## src/rtl/sprite_pkg.sv

```systemverilog
// Shared timing constants and types for the sprite line scheduler.
// Sprite geometry defaults here are also used as the scheduler's parameter defaults.
package sprite_pkg;

   localparam int unsigned H_VISIBLE = 640;
   localparam int unsigned H_TOTAL   = 800;
   localparam int unsigned V_TOTAL   = 525;
   localparam int unsigned SPR_DIM   = 30;
   localparam int unsigned HALF      = SPR_DIM / 2;

   typedef enum logic [1:0] {
      StIdle = 2'd0,
      StScan = 2'd1,
      StDone = 2'd2
   } state_e;

   typedef struct packed {
      logic       valid;
      logic [2:0] id;
      logic [9:0] x;
      logic [9:0] row_off;
   } entry_t;

endpackage

```

## src/rtl/sprite_line_scheduler_if.sv

```systemverilog
// Pixel-timing, sprite-descriptor and pixel-output bundle of the sprite line scheduler.
// master = VGA/game side, slave = scheduler.
interface sprite_line_scheduler_if #(
   parameter int unsigned NUM_SPR = 8,
   parameter int unsigned ROM_AW  = 10
);

   logic [9:0]           DrawX;
   logic [9:0]           DrawY;
   logic                 blank;
   logic [NUM_SPR*10-1:0] spr_x;
   logic [NUM_SPR*10-1:0] spr_y;
   logic [NUM_SPR-1:0]    spr_en;
   logic [ROM_AW-1:0]     rom_address;
   logic [2:0]            spr_id;
   logic                  spr_hit;
   logic                  line_overflow;

   modport master (
      output DrawX, DrawY, blank, spr_x, spr_y, spr_en,
      input  rom_address, spr_id, spr_hit, line_overflow
   );

   modport slave (
      input  DrawX, DrawY, blank, spr_x, spr_y, spr_en,
      output rom_address, spr_id, spr_hit, line_overflow
   );

endinterface

```

## src/rtl/sprite_line_buffer.sv

```systemverilog
// Double-buffered active sprite list: the back list fills during hblank while the
// front list drives the current line; swap copies back to front.
module sprite_line_buffer
   import sprite_pkg::*;
#(
   parameter int unsigned MAX_PER_LINE = 4
) (
   input  logic                        vga_clk,
   input  logic                        reset,
   input  logic                        clear,
   input  logic                        append,
   input  logic                        swap,
   input  entry_t                      app_entry,
   output entry_t [MAX_PER_LINE-1:0]   front,
   output logic                        full
);

   localparam int unsigned CntW = $clog2(MAX_PER_LINE + 1);

   entry_t [MAX_PER_LINE-1:0] back_q;
   entry_t [MAX_PER_LINE-1:0] front_q;
   logic   [CntW-1:0]         cnt_q;

   assign full  = (cnt_q == CntW'(MAX_PER_LINE));
   assign front = front_q;

   always_ff @(posedge vga_clk or posedge reset) begin
      if (reset) begin
         back_q  <= '0;
         front_q <= '0;
         cnt_q   <= '0;
      end else begin
         if (clear) begin
            back_q <= '0;
            cnt_q  <= '0;
         end else if (append && !full) begin
            back_q[cnt_q] <= app_entry;
            cnt_q         <= cnt_q + CntW'(1);
         end
         if (swap) begin
            front_q <= back_q;
         end
      end
   end

endmodule

```

## src/rtl/sprite_line_scheduler.sv

```systemverilog
// Per-scanline sprite scheduler: scans descriptors during hblank into an active list,
// then resolves the winning sprite and its shared-ROM address for every pixel.
module sprite_line_scheduler #(
   parameter int unsigned NUM_SPR      = 8,
   parameter int unsigned MAX_PER_LINE = 4,
   parameter int unsigned SPR_DIM      = sprite_pkg::SPR_DIM,
   parameter int unsigned ROM_AW       = 10
) (
   input logic                    vga_clk,
   input logic                    reset,
   sprite_line_scheduler_if.slave bus
);

   import sprite_pkg::*;

   localparam int unsigned SprHalf = SPR_DIM / 2;

   state_e     state_q;
   logic [9:0] line_q;
   logic [2:0] idx_q;
   logic       ovf_q;

   logic       start, scan_last, swap, clear_back, append, full, scan_hit;
   logic [9:0] cur_x, cur_y;
   logic [10:0] dy;
   entry_t     app_entry;
   entry_t [MAX_PER_LINE-1:0] front;

   logic              win_hit;
   logic [2:0]        win_id;
   logic [ROM_AW-1:0] win_addr;
   logic [10:0]       dx;

   assign start      = (state_q == StIdle) && (bus.DrawX == 10'(H_VISIBLE));
   assign scan_last  = (idx_q == 3'(NUM_SPR - 1));
   assign swap       = (state_q == StDone) && (bus.DrawX == 10'(H_TOTAL - 1));
   assign clear_back = start;

   // Signed 11-bit vertical offset of the target line into descriptor idx_q.
   always_comb begin
      cur_x    = bus.spr_x[int'(idx_q)*10 +: 10];
      cur_y    = bus.spr_y[int'(idx_q)*10 +: 10];
      dy       = {1'b0, line_q} + 11'(SprHalf) - {1'b0, cur_y};
      scan_hit = bus.spr_en[idx_q] && !dy[10] && (dy < 11'(SPR_DIM));
      append   = (state_q == StScan) && scan_hit;
      app_entry.valid   = 1'b1;
      app_entry.id      = idx_q;
      app_entry.x       = cur_x;
      app_entry.row_off = 10'(dy * SPR_DIM);
   end

   sprite_line_buffer #(
      .MAX_PER_LINE (MAX_PER_LINE)
   ) u_buf (
      .vga_clk   (vga_clk),
      .reset     (reset),
      .clear     (clear_back),
      .append    (append),
      .swap      (swap),
      .app_entry (app_entry),
      .front     (front),
      .full      (full)
   );

   always_ff @(posedge vga_clk or posedge reset) begin
      if (reset) begin
         state_q <= StIdle;
         line_q  <= '0;
         idx_q   <= '0;
      end else begin
         case (state_q)
            StIdle: begin
               if (start) begin
                  line_q  <= (bus.DrawY == 10'(V_TOTAL - 1)) ? 10'd0 : bus.DrawY + 10'd1;
                  idx_q   <= '0;
                  state_q <= StScan;
               end
            end
            StScan: begin
               idx_q <= idx_q + 3'd1;
               if (scan_last) state_q <= StDone;
            end
            StDone: begin
               if (swap) state_q <= StIdle;
            end
            default: state_q <= StIdle;
         endcase
      end
   end

   always_ff @(posedge vga_clk or posedge reset) begin
      if (reset) begin
         ovf_q <= 1'b0;
      end else begin
         if (bus.DrawY == 10'd0 && bus.DrawX == 10'd0) ovf_q <= 1'b0;
         if (append && full) ovf_q <= 1'b1;
      end
   end

   assign bus.line_overflow = ovf_q;

   // Walk slots high to low so the lowest covering slot is the one left standing.
   always_comb begin
      win_hit  = 1'b0;
      win_id   = '0;
      win_addr = '0;
      dx       = '0;
      for (int i = MAX_PER_LINE - 1; i >= 0; i--) begin
         dx = {1'b0, bus.DrawX} + 11'(SprHalf) - {1'b0, front[i].x};
         if (front[i].valid && !dx[10] && (dx < 11'(SPR_DIM))) begin
            win_hit  = 1'b1;
            win_id   = front[i].id;
            win_addr = ROM_AW'(dx + {1'b0, front[i].row_off});
         end
      end
   end

   always_ff @(posedge vga_clk or posedge reset) begin
      if (reset) begin
         bus.rom_address <= '0;
         bus.spr_id      <= '0;
         bus.spr_hit     <= 1'b0;
      end else if (bus.blank && win_hit) begin
         bus.rom_address <= win_addr;
         bus.spr_id      <= win_id;
         bus.spr_hit     <= 1'b1;
      end else begin
         bus.rom_address <= '0;
         bus.spr_id      <= '0;
         bus.spr_hit     <= 1'b0;
      end
   end

endmodule
```

## src/flat_wrapper.sv

```systemverilog
// flat-port wrapper written by rule: the top's interface ports become plain ports
module sprite_line_scheduler_flat import sprite_pkg::*;
#(
   parameter int unsigned NUM_SPR      = 8,
   parameter int unsigned MAX_PER_LINE = 4,
   parameter int unsigned SPR_DIM      = sprite_pkg::SPR_DIM,
   parameter int unsigned ROM_AW       = 10
)
  (vga_clk, reset, bus_DrawX, bus_DrawY, bus_blank, bus_spr_x, bus_spr_y, bus_spr_en, bus_rom_address, bus_spr_id, bus_spr_hit, bus_line_overflow);
  sprite_line_scheduler_if #(.NUM_SPR(NUM_SPR), .ROM_AW(ROM_AW)) bus_i ();
  input logic vga_clk;
  input logic reset;
  input wire logic [$bits(bus_i.DrawX)-1:0] bus_DrawX;
  input wire logic [$bits(bus_i.DrawY)-1:0] bus_DrawY;
  input wire logic [$bits(bus_i.blank)-1:0] bus_blank;
  input wire logic [$bits(bus_i.spr_x)-1:0] bus_spr_x;
  input wire logic [$bits(bus_i.spr_y)-1:0] bus_spr_y;
  input wire logic [$bits(bus_i.spr_en)-1:0] bus_spr_en;
  output wire logic [$bits(bus_i.rom_address)-1:0] bus_rom_address;
  output wire logic [$bits(bus_i.spr_id)-1:0] bus_spr_id;
  output wire logic [$bits(bus_i.spr_hit)-1:0] bus_spr_hit;
  output wire logic [$bits(bus_i.line_overflow)-1:0] bus_line_overflow;
  assign bus_i.DrawX = bus_DrawX;
  assign bus_i.DrawY = bus_DrawY;
  assign bus_i.blank = bus_blank;
  assign bus_i.spr_x = bus_spr_x;
  assign bus_i.spr_y = bus_spr_y;
  assign bus_i.spr_en = bus_spr_en;
  assign bus_rom_address = bus_i.rom_address;
  assign bus_spr_id = bus_i.spr_id;
  assign bus_spr_hit = bus_i.spr_hit;
  assign bus_line_overflow = bus_i.line_overflow;
  sprite_line_scheduler #(.NUM_SPR(NUM_SPR), .MAX_PER_LINE(MAX_PER_LINE), .SPR_DIM(SPR_DIM), .ROM_AW(ROM_AW)) u_core (.vga_clk(vga_clk), .reset(reset), .bus(bus_i));
endmodule
```

## config.mk

```make
export PLATFORM = sky130hd
export DESIGN_NAME = sprite_line_scheduler_flat
export DESIGN_NICKNAME = d
export VERILOG_FILES = /design/src/rtl/sprite_pkg.sv /design/src/rtl/sprite_line_scheduler_if.sv /design/src/rtl/sprite_line_buffer.sv /design/src/rtl/sprite_line_scheduler.sv /design/src/flat_wrapper.sv
export SDC_FILE = /design/constraint.sdc
export NUM_CORES = 1
export LEC_CHECK = 0
export CAP_MARGIN = 0
export CORE_UTILIZATION = 61
export CTS_CLUSTER_DIAMETER = 120
export CTS_CLUSTER_SIZE = 16
export DETAILED_ROUTE_END_ITERATION = 10
export GPL_ROUTABILITY_DRIVEN = 0
export PLACE_DENSITY = 0.89
export SLEW_MARGIN = 15
export SYNTH_ARGS = -nofsm -noshare
export SYNTH_HDL_FRONTEND = slang
export SYNTH_SLANG_ARGS = --single-unit
```

## constraint.sdc

```tcl
create_clock -name vga_clk -period 13.95 [get_ports vga_clk]
set_input_delay 1.395 -clock vga_clk [delete_from_list [all_inputs] [get_ports vga_clk]]
set_output_delay 1.395 -clock vga_clk [all_outputs]
set_load 0.02 [all_outputs]
```

# Yosys cells after proc, flatten, opt, wreduce, memory -nomap -nowiden
# Cells that the tools add are included.
dict set report totals {
  register_bits 225
  word_cells 142
}
dict set report op_classes {
  muxes 33
  order_cmp 8
  add_sub_neg 14
  shifts 2
  n_reduce_logical 33
  n_mul 2
  n_eq_ne 10
}
# operator n
set op_table {}
lappend op_table {{$mux W96} 2}
lappend op_table {{$shiftx A80 B32 Y10} 2}
lappend op_table {{$bwmux W96} 1}
lappend op_table {{$mux W10} 6}
lappend op_table {{$lt A11 B5 Y1 const B} 5}
lappend op_table {{$sub A11 B10 Y11} 5}
lappend op_table {{$demux W24 S2} 1}
lappend op_table {{$add A10 B10 Y10} 4}
lappend op_table {{$eq A10 B10 Y1 const B} 3}
lappend op_table {{$mux W24} 1}
lappend op_table {{$mux W3} 8}
lappend op_table {{$add A10 B4 Y11 const B} 2}
lappend op_table {{$logic_not A10 Y1} 2}
lappend op_table {{$logic_and A1 B1 Y1} 18}
lappend op_table {{$mul A11 B4 Y9 const B} 1}
lappend op_table {{$add A10 B1 Y10 const B} 1}
lappend op_table {{$mux W1} 8}
lappend op_table {{$add A3 B1 Y3 const B} 2}
lappend op_table {{$eq A3 B3 Y1 const B} 2}
lappend op_table {{$logic_not A1 Y1} 6}
lappend op_table {{$mul A3 B3 Y6 const B} 1}
lappend op_table {{$mux W2} 3}
lappend op_table {{$ne A2 B1 Y1 const B} 3}
lappend op_table {{$pmux W2 S3} 1}
lappend op_table {{11 further kinds} 14}

# Longest topological paths before layout
dict set report logic_depth {
  ltp_word 11
  mapped_depth 25
}

# Modules after synthesis
# A second synthesis with hierarchy kept.
dict set report hier_totals {
  cells_unflattened 1544
  area_unflattened_um2 15472.3
}
# mod seq_area_each_um2 area_per_inst_um2 instances cells_per_inst
set by_module_without_submodules {}
lappend by_module_without_submodules {sprite_line_buffer 4879.7 7801.2 1 653}
lappend by_module_without_submodules {sprite_line_scheduler 750.7 7671.1 1 891}

# Worst setup path after synthesis
# No wires, ideal clock.
dict set report synth_timing {
  kind {flip-flop to flip-flop}
  from {reg u_core.idx_q[0]}
  to {reg u_core.u_buf.back_q[81] (netlist bit)}
  t_arrival_ns 6.012
  setup_time_ns 0.134
  required_time_ns 13.816
  path_slack_ns 7.804
  stages_incl_launch_ff 24
  path_cell_list {dfrtp_1 > buf_2 > buf_1 > buf_1 > mux4_2 > mux2i_1 > ha_1 > ha_1 > inv_1 > fa_1 > xnor2_1 > fa_1 > inv_1 > fa_1 > inv_1 > ha_1 > a21oi_1 > o21bai_1 > a21o_1 > a21oi_1 > xnor2_1 > xnor2_1 > xnor2_1 > mux2i_1}
}
dict set report synth_between {
  elab_chain_cells 9
  elab_cells_between_ends 16
  classes_between {add/sub: 1; mul: 2; order compare: 1; shift: 1; mux: 5; reduce/logical: 6}
}
# element line
set synth_rtl {}
lappend synth_rtl {{start, declared} sprite_line_scheduler.sv:20} ;# logic [2:0] idx_q;
lappend synth_rtl {{start signal, assigned} sprite_line_scheduler.sv:80} ;# idx_q <= idx_q + 3'd1;
lappend synth_rtl {{parallel branches: the longest is 9 deep, another holds $sub A11 B10 Y11} -}
lappend synth_rtl {{end signal, assigned by index} sprite_line_buffer.sv:37} ;# back_q[cnt_q] <= app_entry;
lappend synth_rtl {{end, declared} sprite_line_buffer.sv:20} ;# entry_t [MAX_PER_LINE-1:0] back_q;
# Parallel ways; which one is timed is not known. The select of a mux whose other input is x is not followed.
# A chain may end at the register's enable or synchronous reset.

# Worst setup path after layout
dict set report layout_timing {
  from {in bus_spr_y[61]}
  to {reg u_core.u_buf.back_q[33] (netlist bit)}
}
dict set report layout_between {
  elab_chain_cells 8
  elab_cells_between_ends 13
  classes_between {add/sub: 1; mul: 1; order compare: 1; shift: 1; mux: 3; reduce/logical: 6}
}
# element line
set layout_rtl {}
lappend layout_rtl {{start, declared} flat_wrapper.sv:17} ;# input wire logic [$bits(bus_i.spr_y)-1:0] bus_spr_y;
lappend layout_rtl {{$shiftx A80 B32 Y10 (*)} sprite_line_scheduler.sv:42} ;# cur_y = bus.spr_y[int'(idx_q)*10 +: 10];
lappend layout_rtl {{$sub A11 B10 Y11 (*)} sprite_line_scheduler.sv:43} ;# dy = {1'b0, line_q} + 11'(SprHalf) - {1'b0, cur_y};
lappend layout_rtl {{parallel branches: the longest is 6 deep, another holds $mul A11 B4 Y9} -}
# Every way passes the cells marked *. The select of a mux whose other input is x is not followed.

==> results.ini <==
[status]
status = finished, final reports clean

[sta]
rsz0062_at_grt = false
finalHoldViolations = 0
fin_crit_ns = 6.37
fmax_mhz = 157
worstMarginPinSlew_ns = 1.16
period_share = 0.457
timing.final.max_slew_violations = 0
timing.hold.ws_ns = 0.484
fin_skew_ns = 0.0336
finalSetupViolations = 0
timing.final.ws_setup_ns = 7.58
slew_headroom = 0.219
fin_setup_tns_ns = 0

[critical_path]
reg2reg_depth = 21
regToRegEndpoint = u_core.u_buf.back_q[33]
end_kind = flop
crit_chain = clkdlybuf4s50_1 > mux4_2 > mux2i_1 > ha_1 > ha_1 > inv_1 > fa_1 > xnor2_1 > fa_1 > inv_1 > fa_1 > inv_1 > ha_1 > a21oi_1 > o21bai_1 > a21o_1 > a21oi_1 > xnor2_1 > xnor2_1 > xnor2_1 > o21ai_0
required_ns = 14.31
critPathBufInv = 4
worst_setup_path_start_kind = primary input
crit_top_cell = xnor2_1
r2r_slack_ns = 7.73
r2r_start = u_core.idx_q[0]
critical-path-top-delay-family = adder cells
crit_arrival_ns = 6.73
critPathSlowestCell = xnor2_1
critPathMaxStageDelay_ns = 0.69
critPathMaxFanout = 5
crit_type = in -> reg

[global_routing]
grt_max_degree = 87
use_met3 = 0.0699
overflow = 0
grt_usage = 0.359
grt_pass1_vias = 12600
antenna_found_initial = 2
use_met2 = 0.593
use_met1 = 0.436
grt_busiest_layer = met2
grt_pass1_wl_um = 66800

[detailed_routing]
drtIter0Drc = 1041
drc = 0
drtPass1Iterations = 6
wire_per_inst_um = 21.9
vias_per_cell = 6.36
ant_nets = 0
num_vias = 12500
drt_wl_total_um = 43200

[clock_tree]
clock_sinks = 217
cts.path.max_buffers = 3
tritoncts = done
postCtsSetupBuffers = 0
cts_resized = 0
cts-buffers-inserted = 17
clk_pin_slew_worst_paths_ns = 0.07
cts-root-buf = clkbuf_16
cts_hold_buf = 0
clk_latency_ns = 0.51
htree_levels = 1

[floorplan]
die_area_um2 = 24800
die_width_um = 157
pin_count = 206
start_util = 0.625
fp-row-count = 56
die_h_um = 157
core_um2 = 23500

[worst_hold_path]
whs_path_depth = 2
hold_path_end = u_core.u_buf.front[88]
min_from = u_core.u_buf.back_q[88]
hold_class = reg -> reg

[synth]
synthTopCellsByArea = dfrtp_1 37%, ha_1 9.8%, mux4_2 6.4%
synthCells = 1476
yosysMostFrequentCell = dfrtp_1
synth_common_cells = 217 x dfrtp_1, 158 x o21ai_0, 115 x ha_1, 115 x inv_1, 113 x nand2_1
synth_area_leader_cell = dfrtp_1
synthArstFlopShare = 1.00
yosysSeqAreaShare = 0.369
ys_types = 85
synth_seq_cells = 217
synth_edf_count = 0
ys.flop_type = dfrtp_1
ys_warn_count = 0
yosys.area.top_type_share = 0.369
avgSynthCellArea_um2 = 9.98
netlist_area_um2 = 14700

[placed_design]
io_buffers = 205
place_inst = 1951
post-place-ws_ns = 6.77
place_hpwl_um = 33900

[cells_and_area]
finalNetCount = 1977
drive_gt1_frac = 0.105
fin_cells = 1973
area_growth_pct = 18.8

[power_and_ir_drop]
powerDensity_nw_per_um2 = 108
p_leak_uw = 0.00801
irDropWorstVdd_v = 0.000260

[run]
maxCapViolCount = 0

placed cells by master, fill, tap and decap left out, types with 8 or more instances in the layout:
| master | Yosys | final |
|---|---|---|
| o22ai_1 | 11 | 11 |
| buf_4 | 0 | 11 |
| nor2_1 | 38 | 38 |
| o21ai_0 | 158 | 158 |
| fa_1 | 20 | 20 |
| xnor2_1 | 46 | 46 |
| o21a_1 | 14 | 14 |
| dfrtp_1 | 217 | 215 |
| a21o_1 | 18 | 18 |
| nor3_1 | 34 | 34 |
| nor2b_1 | 18 | 18 |
| nand2b_1 | 16 | 16 |
| mux2i_1 | 39 | 39 |
| nor4_1 | 9 | 8 |
| mux2_2 | 52 | 52 |
| ha_1 | 115 | 115 |
| nor3_2 | 12 | 12 |
| clkbuf_16 | 0 | 17 |
| a21oi_1 | 51 | 51 |
| xor2_1 | 35 | 35 |
| clkdlybuf4s50_1 | 0 | 205 |
| inv_1 | 115 | 114 |
| nand3_1 | 101 | 101 |
| o21bai_1 | 10 | 10 |
| mux4_2 | 42 | 42 |
| nand2_1 | 113 | 113 |
metal layers:
layer  wire [um]  up-vias
li1            -     5626
met1       16200     6175
met2       20900      589
met3        3300      147
met4        2810        2
met5          12        -
area by class of cell:
class,instances,area (um^2)
Multi-Input combinational cell,1081,8620
Fill cell,1635,6060
Sequential cell,217,5430
Timing Repair Buffer,216,2130
Inverter,118,452
Clock buffer,19,433
Tap cell,319,399
Clock inverter,2,17.5
Antenna cell,1,2.50
worst register-to-register path: cells and delay by family, from the launching register on:
family / cells / cell delay, ns
adders and majority gates: 6 / 1.95
xor gates and xnor gates: 4 / 1.29
AOI/OAI and AO/OA: 5 / 0.73
DFF: 1 / 0.35
buffers and inverters: 4 / 0.89
muxes: 2 / 0.88
through the flow:
step	util	cell area, um^2	power (uW)
2_1_floorplan	-	14700	1140
3_3_place_gp	0.723	17000	1390
3_5_place_dp	0.723	17000	1440
4_1_cts	0.743	17500	1870
5_1_grt	0.743	17500	1970
6_report	0.743	17500	1890
flip-flops by register name (all words and copies together), names as in the netlist, 2 cells and up:
name and cells:
u_core.u_buf.front 92, u_core.u_buf.cnt_q 3, u_core.u_buf.back_q 92, u_core.state_q 2, u_core.idx_q 3, u_core.line_q 10
u_core.bus.spr_id 3, u_core.bus.rom_address 10
worst max-delay path by stage:
| stage | startpoint | end | slack [ns] | cells after the start |
|---|---|---|---|---|
| after global routing | bus_spr_y[61] | u_core.u_buf.back_q[33] | 7.22 | 21 |
| final | bus_spr_y[61] | u_core.u_buf.back_q[33] | 7.58 | 21 |
| after floorplan | reset | u_core.bus.line_overflow | 6.62 | 1 |
| after detailed placement | bus_spr_y[72] | u_core.u_buf.back_q[93] | 6.77 | 20 |
| after CTS | bus_spr_y[72] | u_core.u_buf.back_q[75] | 7.25 | 20 |
| after global placement | bus_spr_y[61] | u_core.u_buf.back_q[75] | 7.19 | 16 |
power by group:
| group | switching [uW] | internal [uW] |
|---|---|---|
| sequential | 1.98 | 631 |
| combinational | 499 | 308 |
| clock | 225 | 222 |
| total | 726 | 1160 |
kinds of logic (layout without fill, tap and decap cells):
family,Yosys count,count (layout),share of synthesized area
xor gates and xnor gates,81,81,0.0482
other,1,5,0.000255
muxes,133,133,0.131
AOI/OAI and AO/OA,331,331,0.140
buffers and inverters,181,355,0.0484
DFF,217,217,0.369
adders and majority gates,135,135,0.125
and+or+nand+nor,397,397,0.139
Note: power is estimated with default switching activity, not from simulation.
